$ cat src/rtl/als_scheduler_if.sv
// rtl/als_scheduler_if.sv - sensor driver handshake bundle for als_scheduler
interface als_scheduler_if;
  logic       als_ready;
  logic       als_fetch;
  logic [7:0] als_illum;

  modport master (input als_ready, input als_illum, output als_fetch);
  modport slave  (output als_ready, output als_illum, input als_fetch);
endinterface

$ cat src/rtl/als_scheduler.sv
// rtl/als_scheduler.sv - periodic/on-demand ambient light sampling scheduler (option macro: ALS_SCHED_AVG_EN)
module als_scheduler #(
  parameter int PERIOD  = 1000000,
  parameter int TIMEOUT = 4096
) (
  input  logic            Clock,
  input  logic            Reset,
  input  logic            enable_i,
  input  logic            req_i,
  output logic            ack_o,
  input  logic [7:0]      thr_lo_i,
  input  logic [7:0]      thr_hi_i,
  output logic [7:0]      sample_o,
  output logic [7:0]      avg_o,
  output logic            valid_o,
  output logic            dark_o,
  output logic            fault_o,
  als_scheduler_if.master als
);
  localparam int            CW       = (PERIOD > 1) ? $clog2(PERIOD) : 1;
  localparam int            TW       = $clog2(TIMEOUT + 1);
  localparam logic [CW-1:0] CNT_LAST = CW'(PERIOD - 1);
  localparam logic [TW-1:0] TMO_LAST = TW'(TIMEOUT - 1);

  typedef enum logic [1:0] {IDLE, FETCH, WAIT, UPDATE} state_t;

  state_t        state_q;
  logic [CW-1:0] cnt_q, cnt_d;
  logic          tick;
  logic          pend_tick_q, pend_tick_d;
  logic          pend_host_q, pend_host_d;
  logic          cap_host_q;
  logic [TW-1:0] tmo_q;
  logic          start;
  logic [7:0]    avg_new;
  logic          als_fetch_q, valid_q, ack_q, dark_q, fault_q;
  logic [7:0]    sample_q, avg_q;

  // One transaction serves every request pending at the moment it starts
  assign start = (state_q == IDLE) && (pend_tick_q || pend_host_q) && als.als_ready;
  assign tick  = enable_i && (cnt_q == CNT_LAST);

  // Next-state for the sample period counter and the pending request flags
  always_comb begin
    cnt_d = '0;
    if (enable_i && (cnt_q != CNT_LAST)) cnt_d = cnt_q + 1'b1;
    pend_tick_d = (pend_tick_q && !start) || tick;
    pend_host_d = (pend_host_q && !start) || req_i;
  end

  // Period counter and pending flags; new sets survive a same-cycle capture
  always_ff @(posedge Clock or negedge Reset) begin
    if (!Reset) begin
      cnt_q       <= '0;
      pend_tick_q <= 1'b0;
      pend_host_q <= 1'b0;
    end else begin
      cnt_q       <= cnt_d;
      pend_tick_q <= pend_tick_d;
      pend_host_q <= pend_host_d;
    end
  end

`ifdef ALS_SCHED_AVG_EN
  logic [7:0] tap0_q, tap1_q, tap2_q;
  logic       hist_vld_q;
  logic [9:0] sum;

  // Four-tap mean; an empty history behaves as if filled with the new sample
  always_comb begin
    sum = {als.als_illum, 2'b00};
    if (hist_vld_q)
      sum = {2'b00, als.als_illum} + {2'b00, tap0_q} + {2'b00, tap1_q} + {2'b00, tap2_q};
    avg_new = sum[9:2];
  end

  // Filter history shifts once per completed transaction
  always_ff @(posedge Clock or negedge Reset) begin
    if (!Reset) begin
      tap0_q     <= '0;
      tap1_q     <= '0;
      tap2_q     <= '0;
      hist_vld_q <= 1'b0;
    end else if (state_q == UPDATE) begin
      tap0_q     <= als.als_illum;
      tap1_q     <= hist_vld_q ? tap0_q : als.als_illum;
      tap2_q     <= hist_vld_q ? tap1_q : als.als_illum;
      hist_vld_q <= 1'b1;
    end
  end
`else
  assign avg_new = als.als_illum;
`endif

  // Transaction sequencer with registered outputs and timeout supervision
  always_ff @(posedge Clock or negedge Reset) begin
    if (!Reset) begin
      state_q     <= IDLE;
      cap_host_q  <= 1'b0;
      tmo_q       <= '0;
      als_fetch_q <= 1'b0;
      valid_q     <= 1'b0;
      ack_q       <= 1'b0;
      sample_q    <= '0;
      avg_q       <= '0;
      dark_q      <= 1'b0;
      fault_q     <= 1'b0;
    end else begin
      valid_q <= 1'b0;
      ack_q   <= 1'b0;
      case (state_q)
        IDLE: begin
          if (start) begin
            state_q     <= FETCH;
            als_fetch_q <= 1'b1;
            cap_host_q  <= pend_host_q;
            tmo_q       <= '0;
          end
        end
        FETCH: begin
          tmo_q <= tmo_q + 1'b1;
          if (!als.als_ready) begin
            state_q     <= WAIT;
            als_fetch_q <= 1'b0;
          end else if (tmo_q == TMO_LAST) begin
            state_q     <= IDLE;
            als_fetch_q <= 1'b0;
            fault_q     <= 1'b1;
            cap_host_q  <= 1'b0;
          end
        end
        WAIT: begin
          tmo_q <= tmo_q + 1'b1;
          if (als.als_ready) begin
            state_q <= UPDATE;
          end else if (tmo_q == TMO_LAST) begin
            state_q    <= IDLE;
            fault_q    <= 1'b1;
            cap_host_q <= 1'b0;
          end
        end
        UPDATE: begin
          sample_q   <= als.als_illum;
          avg_q      <= avg_new;
          valid_q    <= 1'b1;
          ack_q      <= cap_host_q;
          cap_host_q <= 1'b0;
          if (avg_new < thr_lo_i)      dark_q <= 1'b1;
          else if (avg_new > thr_hi_i) dark_q <= 1'b0;
          state_q    <= IDLE;
        end
        default: state_q <= IDLE;
      endcase
    end
  end

  assign als.als_fetch = als_fetch_q;
  assign valid_o       = valid_q;
  assign ack_o         = ack_q;
  assign sample_o      = sample_q;
  assign avg_o         = avg_q;
  assign dark_o        = dark_q;
  assign fault_o       = fault_q;
endmodule

$ cat src/flat_wrapper.sv
// flat-port wrapper written by rule: the top's interface ports become plain ports
module als_scheduler_flat 
#(
  parameter int PERIOD  = 1000000,
  parameter int TIMEOUT = 4096
)
  (Clock, Reset, enable_i, req_i, ack_o, thr_lo_i, thr_hi_i, sample_o, avg_o, valid_o, dark_o, fault_o, als_als_ready, als_als_illum, als_als_fetch);
  als_scheduler_if als_i ();
  input  logic Clock;
  input  logic Reset;
  input  logic enable_i;
  input  logic req_i;
  output logic ack_o;
  input  logic [7:0] thr_lo_i;
  input  logic [7:0] thr_hi_i;
  output logic [7:0] sample_o;
  output logic [7:0] avg_o;
  output logic valid_o;
  output logic dark_o;
  output logic fault_o;
  input wire logic [$bits(als_i.als_ready)-1:0] als_als_ready;
  input wire logic [$bits(als_i.als_illum)-1:0] als_als_illum;
  output wire logic [$bits(als_i.als_fetch)-1:0] als_als_fetch;
  assign als_i.als_ready = als_als_ready;
  assign als_i.als_illum = als_als_illum;
  assign als_als_fetch = als_i.als_fetch;
  als_scheduler #(.PERIOD(PERIOD), .TIMEOUT(TIMEOUT)) u_core (.Clock(Clock), .Reset(Reset), .enable_i(enable_i), .req_i(req_i), .ack_o(ack_o), .thr_lo_i(thr_lo_i), .thr_hi_i(thr_hi_i), .sample_o(sample_o), .avg_o(avg_o), .valid_o(valid_o), .dark_o(dark_o), .fault_o(fault_o), .als(als_i));
endmodule
$ cat config.mk
export PLATFORM = sky130hd
export DESIGN_NAME = als_scheduler_flat
export DESIGN_NICKNAME = d
export VERILOG_FILES = /design/src/rtl/als_scheduler_if.sv /design/src/rtl/als_scheduler.sv /design/src/flat_wrapper.sv
export SDC_FILE = /design/constraint.sdc
export NUM_CORES = 1
export LEC_CHECK = 0
export ABC_AREA = 1
export BUFFER_PORTS_ARGS = -buffer_cell sky130_fd_sc_hd__buf_2
export CELL_PAD_IN_SITES_DETAIL_PLACEMENT = 0
export CELL_PAD_IN_SITES_GLOBAL_PLACEMENT = 2
export CORE_MARGIN = 2
export CORE_UTILIZATION = 33
export DETAILED_ROUTE_END_ITERATION = 8
export GPL_TIMING_DRIVEN = 0
export PLACE_DENSITY = 0.79
export SLEW_MARGIN = 20
export SYNTH_ARGS = -nofsm -noshare
export SYNTH_HDL_FRONTEND = slang
export SYNTH_SLANG_ARGS = --single-unit
$ cat constraint.sdc
create_clock -name Clock -period 2 [get_ports Clock]
set_clock_uncertainty 0.2 [all_clocks]
set_input_delay 0.1 -clock Clock [delete_from_list [all_inputs] [get_ports Clock]]
set_output_delay 0.1 -clock Clock [all_outputs]
set_load 0.05 [all_outputs]
==> impl_metrics.env, run 1 <==
export IMPL_drt_iter0_drc=63
export IMPL_cp_num_buf_inv=1
export IMPL_period_share_pct=92.22
export IMPL_hold_viol=0
export IMPL_wl_per_cell_um=11.51
export IMPL_slew_violations=0
export IMPL_start_util_pct=33.44
export IMPL_required_ns=2.00
export IMPL_antenna_found_initial=0
export IMPL_post_route_drc_count=0
export IMPL_row_count=36
export IMPL_worstMarginPinSlew_ns=0.6841
export IMPL_cp_common_cell="nand3_2"
export IMPL_peakVddDrop_mv=0.4630
export IMPL_maxCapViolations=0
export IMPL_async_flop_share_pct=100.0
export IMPL_cp_slowest_cell="dfrtp_1"
export IMPL_arrival_ns=1.84
export IMPL_outcome="complete, no violations"
export IMPL_grtUsageTotal_pct=14.42
export IMPL_nFillCells=1025
export IMPL_syn_avg_cell_area_um2=7.711
export IMPL_cp_end_kind="flip-flop"
export IMPL_p_leak_nw=1.910
export IMPL_ys_flop_type="dfrtp_1"
export IMPL_rsz0062_at_grt="false"
export IMPL_overflow=0
export IMPL_fp_dieArea_um2=10570
export IMPL_cpPeakStageDelay_ns=0.45
export IMPL_layout_drive_gt1_share_pct=21.06
export IMPL_ys_ff_latch=51
export IMPL_vias_per_cell=4.410
export IMPL_worstPathCellList="ha_1 > nand3_2 > nor3_4 > nand3_2 > nand2_4 > buf_12 > nor2_2"
export IMPL_via_count=2743
export IMPL_syn_nets=469
export IMPL_yosysWarnings=0
export IMPL_insertion_delay_ns=0.31
export IMPL_synth_cell_types=28
export IMPL_period_minus_slack_ns=1.844
export IMPL_clock_root_buffer="clkbuf_8"
export IMPL_clk_path_buf_depth=2
export IMPL_io_buffers=49
export IMPL_grt_max_degree=52
export IMPL_critPathKind="flip-flop to flip-flop"
export IMPL_synth_edf_count=0
export IMPL_cts_tree="done"
export IMPL_gp_congestion=0.7461
export IMPL_wl_mm=7.157
export IMPL_clkTransAtPathRegs_ns=0.10
export IMPL_final_cell_mix="nand2_1 (111), nor2_1 (57), inv_1 (54)"
export IMPL_syn_instance_count=418
export IMPL_nNetsFinal=539
export IMPL_synth_sequential_area_ratio_pct=39.60
export IMPL_cts_buffers_inserted=5
export IMPL_setup_viol=0
export IMPL_p_total_mw=4.086
export IMPL_hp_start="thr_hi_i[0]"
export IMPL_setup_tns_final_ns=0
export IMPL_synthToLayoutAreaGrowth_pct=20.30
export IMPL_syn_area_um2=3223
export IMPL_critPathLaunch="u_core.cnt_q[0]"
export IMPL_antenna_cells=0
export IMPL_grt_pass1_vias=2546
export IMPL_cts_sinks=51
export IMPL_antenna_left=0
export IMPL_worst_path_dominant_cell_family="simple AND/OR/NAND/NOR gates"
export IMPL_grt_pass1_wl_mm=11.98
export IMPL_drt_pass1_iter_count=4
export IMPL_r2r_start="u_core.cnt_q[0]"
export IMPL_fmax_mhz=542.2
export IMPL_h_tree_depth=2
export IMPL_timing_slew_headroom_pct=54.39
export IMPL_cp_max_fo=10
export IMPL_num_io_pins=50
export IMPL_hp_class="input port to flip-flop"
export IMPL_hpwl_mm=5.382
export IMPL_final_common_cell="nand2_1"
export IMPL_cp_start_kind="flip-flop"
export IMPL_die_x_um=102.8
export IMPL_core_area_um2=9639
export IMPL_die_y_um=102.8
export IMPL_powerDensity_nw_per_um2=1054
## state kept, by name, indices dropped and copies added (netlist names), 2 cells and up
name             cells
u_core.cnt_q        20
u_core.tmo_q        13
u_core.sample_o      8
u_core.state_q       2
## what timing repair did
item,4_1_cts,5_1_grt
buffers inserted,0,1
setup endpoints to repair,0,11
hold buffers,13,0
resized for setup,0,3
endpoints found under the hold margin,73,0
## cell type report
cell class | count | area, um2 | area share (%)
repair buffers | 63 | 385.4 | 9.939
well taps | 133 | 166.4 | 4.292
plain buffers | 11 | 96.34 | 2.485
clock buffers | 8 | 100.1 | 2.581
inverters | 58 | 217.7 | 5.615
multi-input cells | 298 | 1635 | 42.17
flip-flops and latches | 51 | 1276 | 32.91
## power breakdown
part	internal [mW]	switching [mW]	total, mW
sequential	1.23	0.138	1.37
combinational	0.653	1.39	2.04
clock	0.317	0.361	0.678
total	2.20	1.89	4.09
## synthesized netlist by cell type, types with 2 or more instances
cell type  instances  share of area (%)
buf_4              8                1.9
xor2_1             8                2.2
nand3_1           21                3.3
inv_1             56                6.5
nand2_1          111                 13
nor2_2            13                2.5
ha_1              22                8.5
nand2_4            2               0.70
xnor2_1            3               0.82
o21ai_0            8                1.2
o21bai_1           5                1.2
nand3b_1           2               0.47
nor2_1            57                6.6
inv_2              2               0.23
nand4_1            7                1.4
nor2_4             3                1.0
dfrtp_1           51                 40
nand2_2            2               0.39
nand3_2            2               0.62
mux2_2             7                2.4
a21oi_1           17                2.6
nor3_1             5               0.78
## metal layers
metal / global-route usage [%] / share of wire, % / wire [um] / vias to the layer above
li1: - / - / - / 1445
met1: 19.33 / 49 / 3501 / 1233
met2: 24.33 / 45 / 3251 / 60
met3: 2.441 / 4.8 / 341 / 5
met4: 3.644 / 0.88 / 63 / 0
met5: 0 / 0 / 0 / -
## path summary, 6_finish.rpt
| path | end | slack, ns | cells past startpoint |
|---|---|---|---|
| max in group asynchronous | u_core.cnt_q[6] | 0.98 | 2 |
| hold / removal | u_core.dark_o | 0.09 | 8 |
| setup / recovery | u_core.cnt_q[7] | 0.16 | 7 |
| hold reg to reg | u_core.ack_o | 0.27 | 2 |
| setup reg to reg | u_core.cnt_q[7] | 0.16 | 7 |
| min in group asynchronous | u_core.cnt_q[9] | 0.17 | 2 |
## cell families (layout without fill, tap and decap cells)
kind of cell | after synthesis | in the layout | share of synthesized area (%)
AOI/OAI and AO/OA | 32 | 32 | 5.474
xor gates and xnor gates | 11 | 11 | 2.989
adders and majority gates | 22 | 22 | 8.540
buffers and inverters | 69 | 140 | 9.744
DFF | 51 | 51 | 39.60
muxes | 7 | 7 | 2.446
and+or+nand+nor | 226 | 226 | 31.21
## stage by stage
step                setup WS (ns)  hold slack [ns]  area (um2)  utilization, %  std cells
global placement           0.1176           0.1182        3635           37.71        600
global route             0.002901           0.1270        3877           40.23        622
finish                     0.1555          0.08907        3877           40.23        622
floorplan                  0.3768          -0.3956        3223               -        418
detailed placement         0.1420         0.001767        3637           37.73        600
CTS                        0.1202          0.09953        3867           40.12        621
## worst register-to-register path, cell delays in order, from the launching register on
cell,delay [ns]
dfrtp_1,0.45
ha_1,0.25
nand3_2,0.13
nor3_4,0.19
nand3_2,0.15
nand2_4,0.17
buf_12,0.17
nor2_2,0.04
Note: power is estimated with default switching activity, not from simulation.
==> run 2, diff against run 1 <==
--- a/config.mk
+++ b/config.mk
@@ -10,10 +10,11 @@
 export CELL_PAD_IN_SITES_DETAIL_PLACEMENT = 0
 export CELL_PAD_IN_SITES_GLOBAL_PLACEMENT = 2
 export CORE_MARGIN = 2
-export CORE_UTILIZATION = 33
+export CORE_UTILIZATION = 34
+export CTS_BUF_LIST = sky130_fd_sc_hd__clkbuf_2 sky130_fd_sc_hd__clkbuf_4 sky130_fd_sc_hd__clkbuf_8
 export DETAILED_ROUTE_END_ITERATION = 8
 export GPL_TIMING_DRIVEN = 0
-export PLACE_DENSITY = 0.79
+export PLACE_DENSITY = 0.81
 export SLEW_MARGIN = 20
 export SYNTH_ARGS = -nofsm -noshare
 export SYNTH_HDL_FRONTEND = slang
==> run 2 against run 1 <==
  * Total power is 0.58% higher
  * Sequential share of layout area hardly changed
  * Count of clock-buffer cells in the layout down 3
  * Largest cell class unchanged
  * Critical path depth shrank 1
  * Setup slack got worse by 0.0055 ns
  * Core utilization increased by 1.7 points
  * First-iteration DRC count grew 54%
  * Combinational power is essentially flat
  * Die area shrank 2.8%
  * Maximum frequency decreased by 0.30%
==> impl_metrics.env, run 2 (synthesized netlist as in run 1, its figures left out) <==
export IMPL_cpPeakStageDelay_ns=0.57
export IMPL_insertion_delay_ns=0.31
export IMPL_required_ns=1.99
export IMPL_arrival_ns=1.84
export IMPL_p_total_mw=4.110
export IMPL_final_core_util_pct=41.92
export IMPL_fp_dieArea_um2=10270
export IMPL_cts_sinks=51
export IMPL_core_area_um2=9240
export IMPL_wl_mm=7.103
export IMPL_holdPathEnd="u_core.dark_o"
export IMPL_antenna_found_initial=0
export IMPL_p_leak_nw=1.902
export IMPL_cp_max_fo=4
export IMPL_cp_depth=6
export IMPL_cts_buffers_inserted=5
export IMPL_cp_num_buf_inv=3
export IMPL_drt_pass1_iter_count=4
export IMPL_clk_path_buf_depth=2
export IMPL_r2r_end="u_core.pend_host_q"
export IMPL_synthToLayoutAreaGrowth_pct=20.19
export IMPL_layout_drive_gt1_share_pct=21.15
export IMPL_cts_tree="done"
export IMPL_final_cell_mix="nand2_1 (111), nor2_1 (56), inv_1 (54)"
export IMPL_hp_start="thr_hi_i[0]"
export IMPL_drt_iter0_drc=97
export IMPL_top_register="u_core.cnt_q"
export IMPL_grtUsageTotal_pct=14.74
export IMPL_hp_class="input port to flip-flop"
export IMPL_worstPathCellList="inv_1 > ha_2 > nand2_1 > inv_1 > o21bai_1 > dlygate4sd3_1"
export IMPL_antenna_left=0
export IMPL_fmax_mhz=540.5
export IMPL_num_io_pins=50
export IMPL_outcome="complete, no violations"
export IMPL_rsz0062_at_grt="false"
export IMPL_hold_path_depth=8
export IMPL_setup_tns_final_ns=0
export IMPL_seq_area_um2=1276
export IMPL_row_count=35
export IMPL_via_count=2684
export IMPL_clkTransAtPathRegs_ns=0.09
export IMPL_nNetsFinal=538
export IMPL_critPathKind="flip-flop to flip-flop"
export IMPL_setup_viol=0
export IMPL_multi_input_comb_area_um2=1638
export IMPL_timing_slew_headroom_pct=54.20
export IMPL_io_buffers=49
export IMPL_cp_start_kind="flip-flop"
export IMPL_design_area_um2=3874
export IMPL_period_share_pct=92.50
export IMPL_post_route_drc_count=0
export IMPL_cp_common_cell="inv_1"
export IMPL_grt_pass1_wl_mm=12.05
export IMPL_gp_congestion=0.7553
export IMPL_hpwl_mm=5.389
export IMPL_grt_pass1_vias=2631
export IMPL_worst_path_dominant_cell_family="buffers and inverters"
export IMPL_die_y_um=101.4
export IMPL_pre_cts_ws_ns=0.1553
export IMPL_slew_violations=0
export IMPL_vias_per_cell=4.357
export IMPL_h_tree_depth=2
export IMPL_hold_viol=0
export IMPL_r2r_cells=6
export IMPL_cp_slowest_cell="dlygate4sd3_1"
export IMPL_start_util_pct=34.88
export IMPL_nFillCells=950
export IMPL_die_x_um=101.4
export IMPL_period_minus_slack_ns=1.850
export IMPL_final_common_cell="nand2_1"
export IMPL_maxCapViolations=0
export IMPL_powerDensity_nw_per_um2=1061
export IMPL_r2r_start="u_core.state_q[1]"
export IMPL_wl_per_cell_um=11.53
export IMPL_final_setup_worst_slack_ns=0.1500
export IMPL_cp_end_kind="flip-flop"
export IMPL_antenna_cells=0
export IMPL_largest_reg_flops=20
export IMPL_clock_root_buffer="clkbuf_8"
export IMPL_grt_max_degree=52
export IMPL_worstMarginPinSlew_ns=0.6870
export IMPL_overflow=0
export IMPL_post_cts_buffers=0
export IMPL_post_dp_cell_area_um2=3632
export IMPL_peakVddDrop_mv=0.4111
export IMPL_reg2reg_slack_ns=0.15
## run 2: through the flow
stage | cells | hold slack [ns]
CTS | 616 | 0.1027
detailed placement | 596 | -0.0007392
global placement | 596 | 0.1169
global route | 616 | 0.1439
floorplan | 418 | -0.3956
finish | 616 | 0.1097
## run 2: how the worst max path moves through the flow
stage	startpoint	to	slack, ns
after floorplan	u_core.cnt_q[0]	u_core.cnt_q[16]	0.38
after global routing	u_core.state_q[1]	u_core.tmo_q[2]	0.01
after detailed placement	u_core.cnt_q[0]	u_core.cnt_q[0]	0.16
final	u_core.state_q[1]	u_core.pend_host_q	0.15
after global placement	u_core.state_q[1]	u_core.tmo_q[3]	0.15
after CTS	u_core.cnt_q[0]	u_core.cnt_q[0]	0.14
## run 2: per-layer routing
layer / wire (um) / share of wire [%] / vias to the layer above / track usage, %
met1: 3581 / 50 / 1186 / 19.33
met3: 255 / 3.6 / 6 / 2.484
met4: 80 / 1.1 / 0 / 3.742
met5: 0 / 0 / - / 0
li1: - / - / 1438 / -
met2: 3184 / 45 / 54 / 25.32
## run 2: what timing repair did
| item | 4_1_cts | 5_1_grt |
|---|---|---|
| hold endpoints to repair | 73 | 0 |
| setup endpoints to repair | 0 | 8 |
| hold buffers | 13 | 0 |
| resized for setup | 0 | 4 |
## run 2: cell type report
class                   count  area share, %
clock inverters             2         0.9690
multi-input cells         298          42.28
clock buffers               5          1.776
repair buffers             62          9.754
plain buffers              11          2.487
well taps                 129          4.167
inverters                  58          5.620
flip-flops and latches     51          32.95
## run 2: where the power goes
| group | leakage [nW] | switching (mW) | internal (mW) |
|---|---|---|---|
| clock network | 0.0502 | 0.355 | 0.366 |
| logic | 1.18 | 1.38 | 0.639 |
| registers | 0.673 | 0.142 | 1.23 |
## run 2: tightest hold or removal path: cells and delay by family
family                     cells  cell delay (ns)
buffers and inverters          2             0.11
adders and majority gates      1             0.11
and+or+nand+nor                5             0.26
==> run 3, diff against run 2 <==
--- a/config.mk
+++ b/config.mk
@@ -15,6 +15,7 @@
 export DETAILED_ROUTE_END_ITERATION = 8
 export GPL_TIMING_DRIVEN = 0
 export PLACE_DENSITY = 0.81
+export RECOVER_POWER = 50
 export SLEW_MARGIN = 20
 export SYNTH_ARGS = -nofsm -noshare
 export SYNTH_HDL_FRONTEND = slang
==> run 3 against run 2 <==
  * Design area shrank 0.36%
  * Via count is essentially flat
  * Sequential share of layout area grew 0.12 points
  * First-iteration DRC count shrank 28%
  * Non-clock buffer count is the same
  * Routed wire length grew 0.11%
  * Critical path depth is the same
  * Combinational power is essentially flat
  * Hold slack is essentially flat
  * Sequential power is essentially flat
  * Highest routed layer unchanged
==> impl_metrics.env, run 3 (synthesized netlist as in run 1, its figures left out) <==
export IMPL_seq_area_um2=1276
export IMPL_hold_viol=0
export IMPL_outcome="complete, no violations"
export IMPL_period_minus_slack_ns=1.851
export IMPL_cp_slowest_cell="dlygate4sd3_1"
export IMPL_insertion_delay_ns=0.31
export IMPL_die_x_um=101.4
export IMPL_gp_congestion=0.7553
export IMPL_fmax_mhz=540.2
export IMPL_vias_per_cell=4.356
export IMPL_largest_reg_flops=20
export IMPL_via_count=2683
export IMPL_top_register="u_core.cnt_q"
export IMPL_powerDensity_nw_per_um2=1061
export IMPL_peakVddDrop_mv=0.4114
export IMPL_grt_pass1_wl_mm=12.05
export IMPL_overflow=0
export IMPL_wl_per_cell_um=11.54
export IMPL_period_share_pct=92.56
export IMPL_p_total_mw=4.094
export IMPL_final_cell_mix="nand2_1 (111), nor2_1 (56), inv_1 (54)"
export IMPL_slew_violations=0
export IMPL_fp_dieArea_um2=10270
export IMPL_cpPeakStageDelay_ns=0.57
export IMPL_antenna_found_initial=0
export IMPL_num_io_pins=50
export IMPL_timing_slew_headroom_pct=10.63
export IMPL_die_y_um=101.4
export IMPL_wl_mm=7.111
export IMPL_final_common_cell="nand2_1"
export IMPL_arrival_ns=1.84
export IMPL_layout_drive_gt1_share_pct=19.30
export IMPL_start_util_pct=34.88
export IMPL_multi_input_comb_area_um2=1638
export IMPL_rsz0062_at_grt="false"
export IMPL_row_count=35
export IMPL_clk_path_buf_depth=2
export IMPL_p_leak_nw=1.872
export IMPL_cts_buffers_inserted=5
export IMPL_cp_max_fo=4
export IMPL_maxCapViolations=0
export IMPL_timing_hold_ws_ns=0.1094
export IMPL_core_area_um2=9240
export IMPL_required_ns=1.99
export IMPL_antenna_left=0
export IMPL_nNetsFinal=538
export IMPL_clock_root_buffer="clkbuf_8"
export IMPL_cp_start_kind="flip-flop"
export IMPL_io_buffers=49
export IMPL_clkTransAtPathRegs_ns=0.09
export IMPL_grtUsageTotal_pct=14.74
export IMPL_drt_pass1_iter_count=4
export IMPL_cts_tree="done"
export IMPL_h_tree_depth=2
export IMPL_cts_sinks=51
export IMPL_nFillCells=954
export IMPL_antenna_cells=0
export IMPL_critPathKind="flip-flop to flip-flop"
export IMPL_post_route_drc_count=0
export IMPL_drt_iter0_drc=70
export IMPL_reg2reg_slack_ns=0.15
export IMPL_grt_max_degree=52
export IMPL_hpwl_mm=5.389
export IMPL_setup_tns_final_ns=0
export IMPL_worstMarginPinSlew_ns=1.341
export IMPL_worstPathCellList="inv_1 > ha_2 > nand2_1 > inv_1 > o21bai_1 > dlygate4sd3_1"
export IMPL_hp_class="input port to flip-flop"
export IMPL_cp_common_cell="inv_1"
export IMPL_setup_viol=0
export IMPL_grt_pass1_vias=2631
export IMPL_synthToLayoutAreaGrowth_pct=19.76
export IMPL_cp_end_kind="flip-flop"
## run 3: critical path, delay by kind of cell, from the launching register on
family	cells	cell delay, ns
buffers and inverters	3	0.78
AOI/OAI and AO/OA	1	0.07
DFF	1	0.43
and+or+nand+nor	1	0.05
adders and majority gates	1	0.21
## run 3: power by group
part           leakage, nW  switching [mW]  internal [mW]  total (mW)
Combinational         1.15            1.38          0.618        2.00
Clock               0.0502           0.354          0.366       0.720
Sequential           0.673           0.145           1.23        1.37
## run 3: final timing paths
kind | startpoint | end | cells past startpoint
min in group asynchronous | Reset | u_core.cnt_q[0] | 2
hold reg to reg | u_core.cap_host_q | u_core.ack_o | 2
setup reg to reg | u_core.state_q[1] | u_core.pend_host_q | 6
max in group asynchronous | Reset | u_core.cnt_q[14] | 2
hold / removal | thr_hi_i[0] | u_core.dark_o | 8
setup / recovery | u_core.state_q[1] | u_core.pend_host_q | 6
## run 3: metrics by stage
stage	utilization, %	worst slack [ns]	instances	cell area [um2]
2_1_floorplan	-	0.3768	418	3223
3_3_place_gp	39.28	0.1488	596	3630
3_5_place_dp	39.31	0.1553	596	3632
4_1_cts	41.87	0.1368	616	3869
5_1_grt	41.77	0.01163	616	3860
6_report	41.77	0.1489	616	3860
## run 3: timing repair
| action | in CTS | in global routing |
|---|---|---|
| endpoints found under the setup margin | 0 | 8 |
| resized for setup | 0 | 4 |
| hold buffers | 13 | 0 |
| buffers inserted | 0 | 0 |
| hold endpoints to repair | 73 | 0 |
## run 3: layout make-up
cell class                      count  area share (%)
Timing Repair Buffer               62           9.433
Tap cell                          129           4.182
Multi-Input combinational cell    298           42.43
Inverter                           58           5.640
Clock buffer                        5           1.783
Buffer                             11           2.496
Clock inverter                      2          0.9724
Sequential cell                    51           33.06
## run 3: routing by layer
layer | vias to the layer above | GRT usage [%] | share of wire [%]
met1 | 1184 | 19.33 | 51
met3 | 6 | 2.484 | 3.6
met4 | 0 | 3.742 | 1.1
met2 | 54 | 25.32 | 45
met5 | - | 0 | 0
li1 | 1439 | - | -
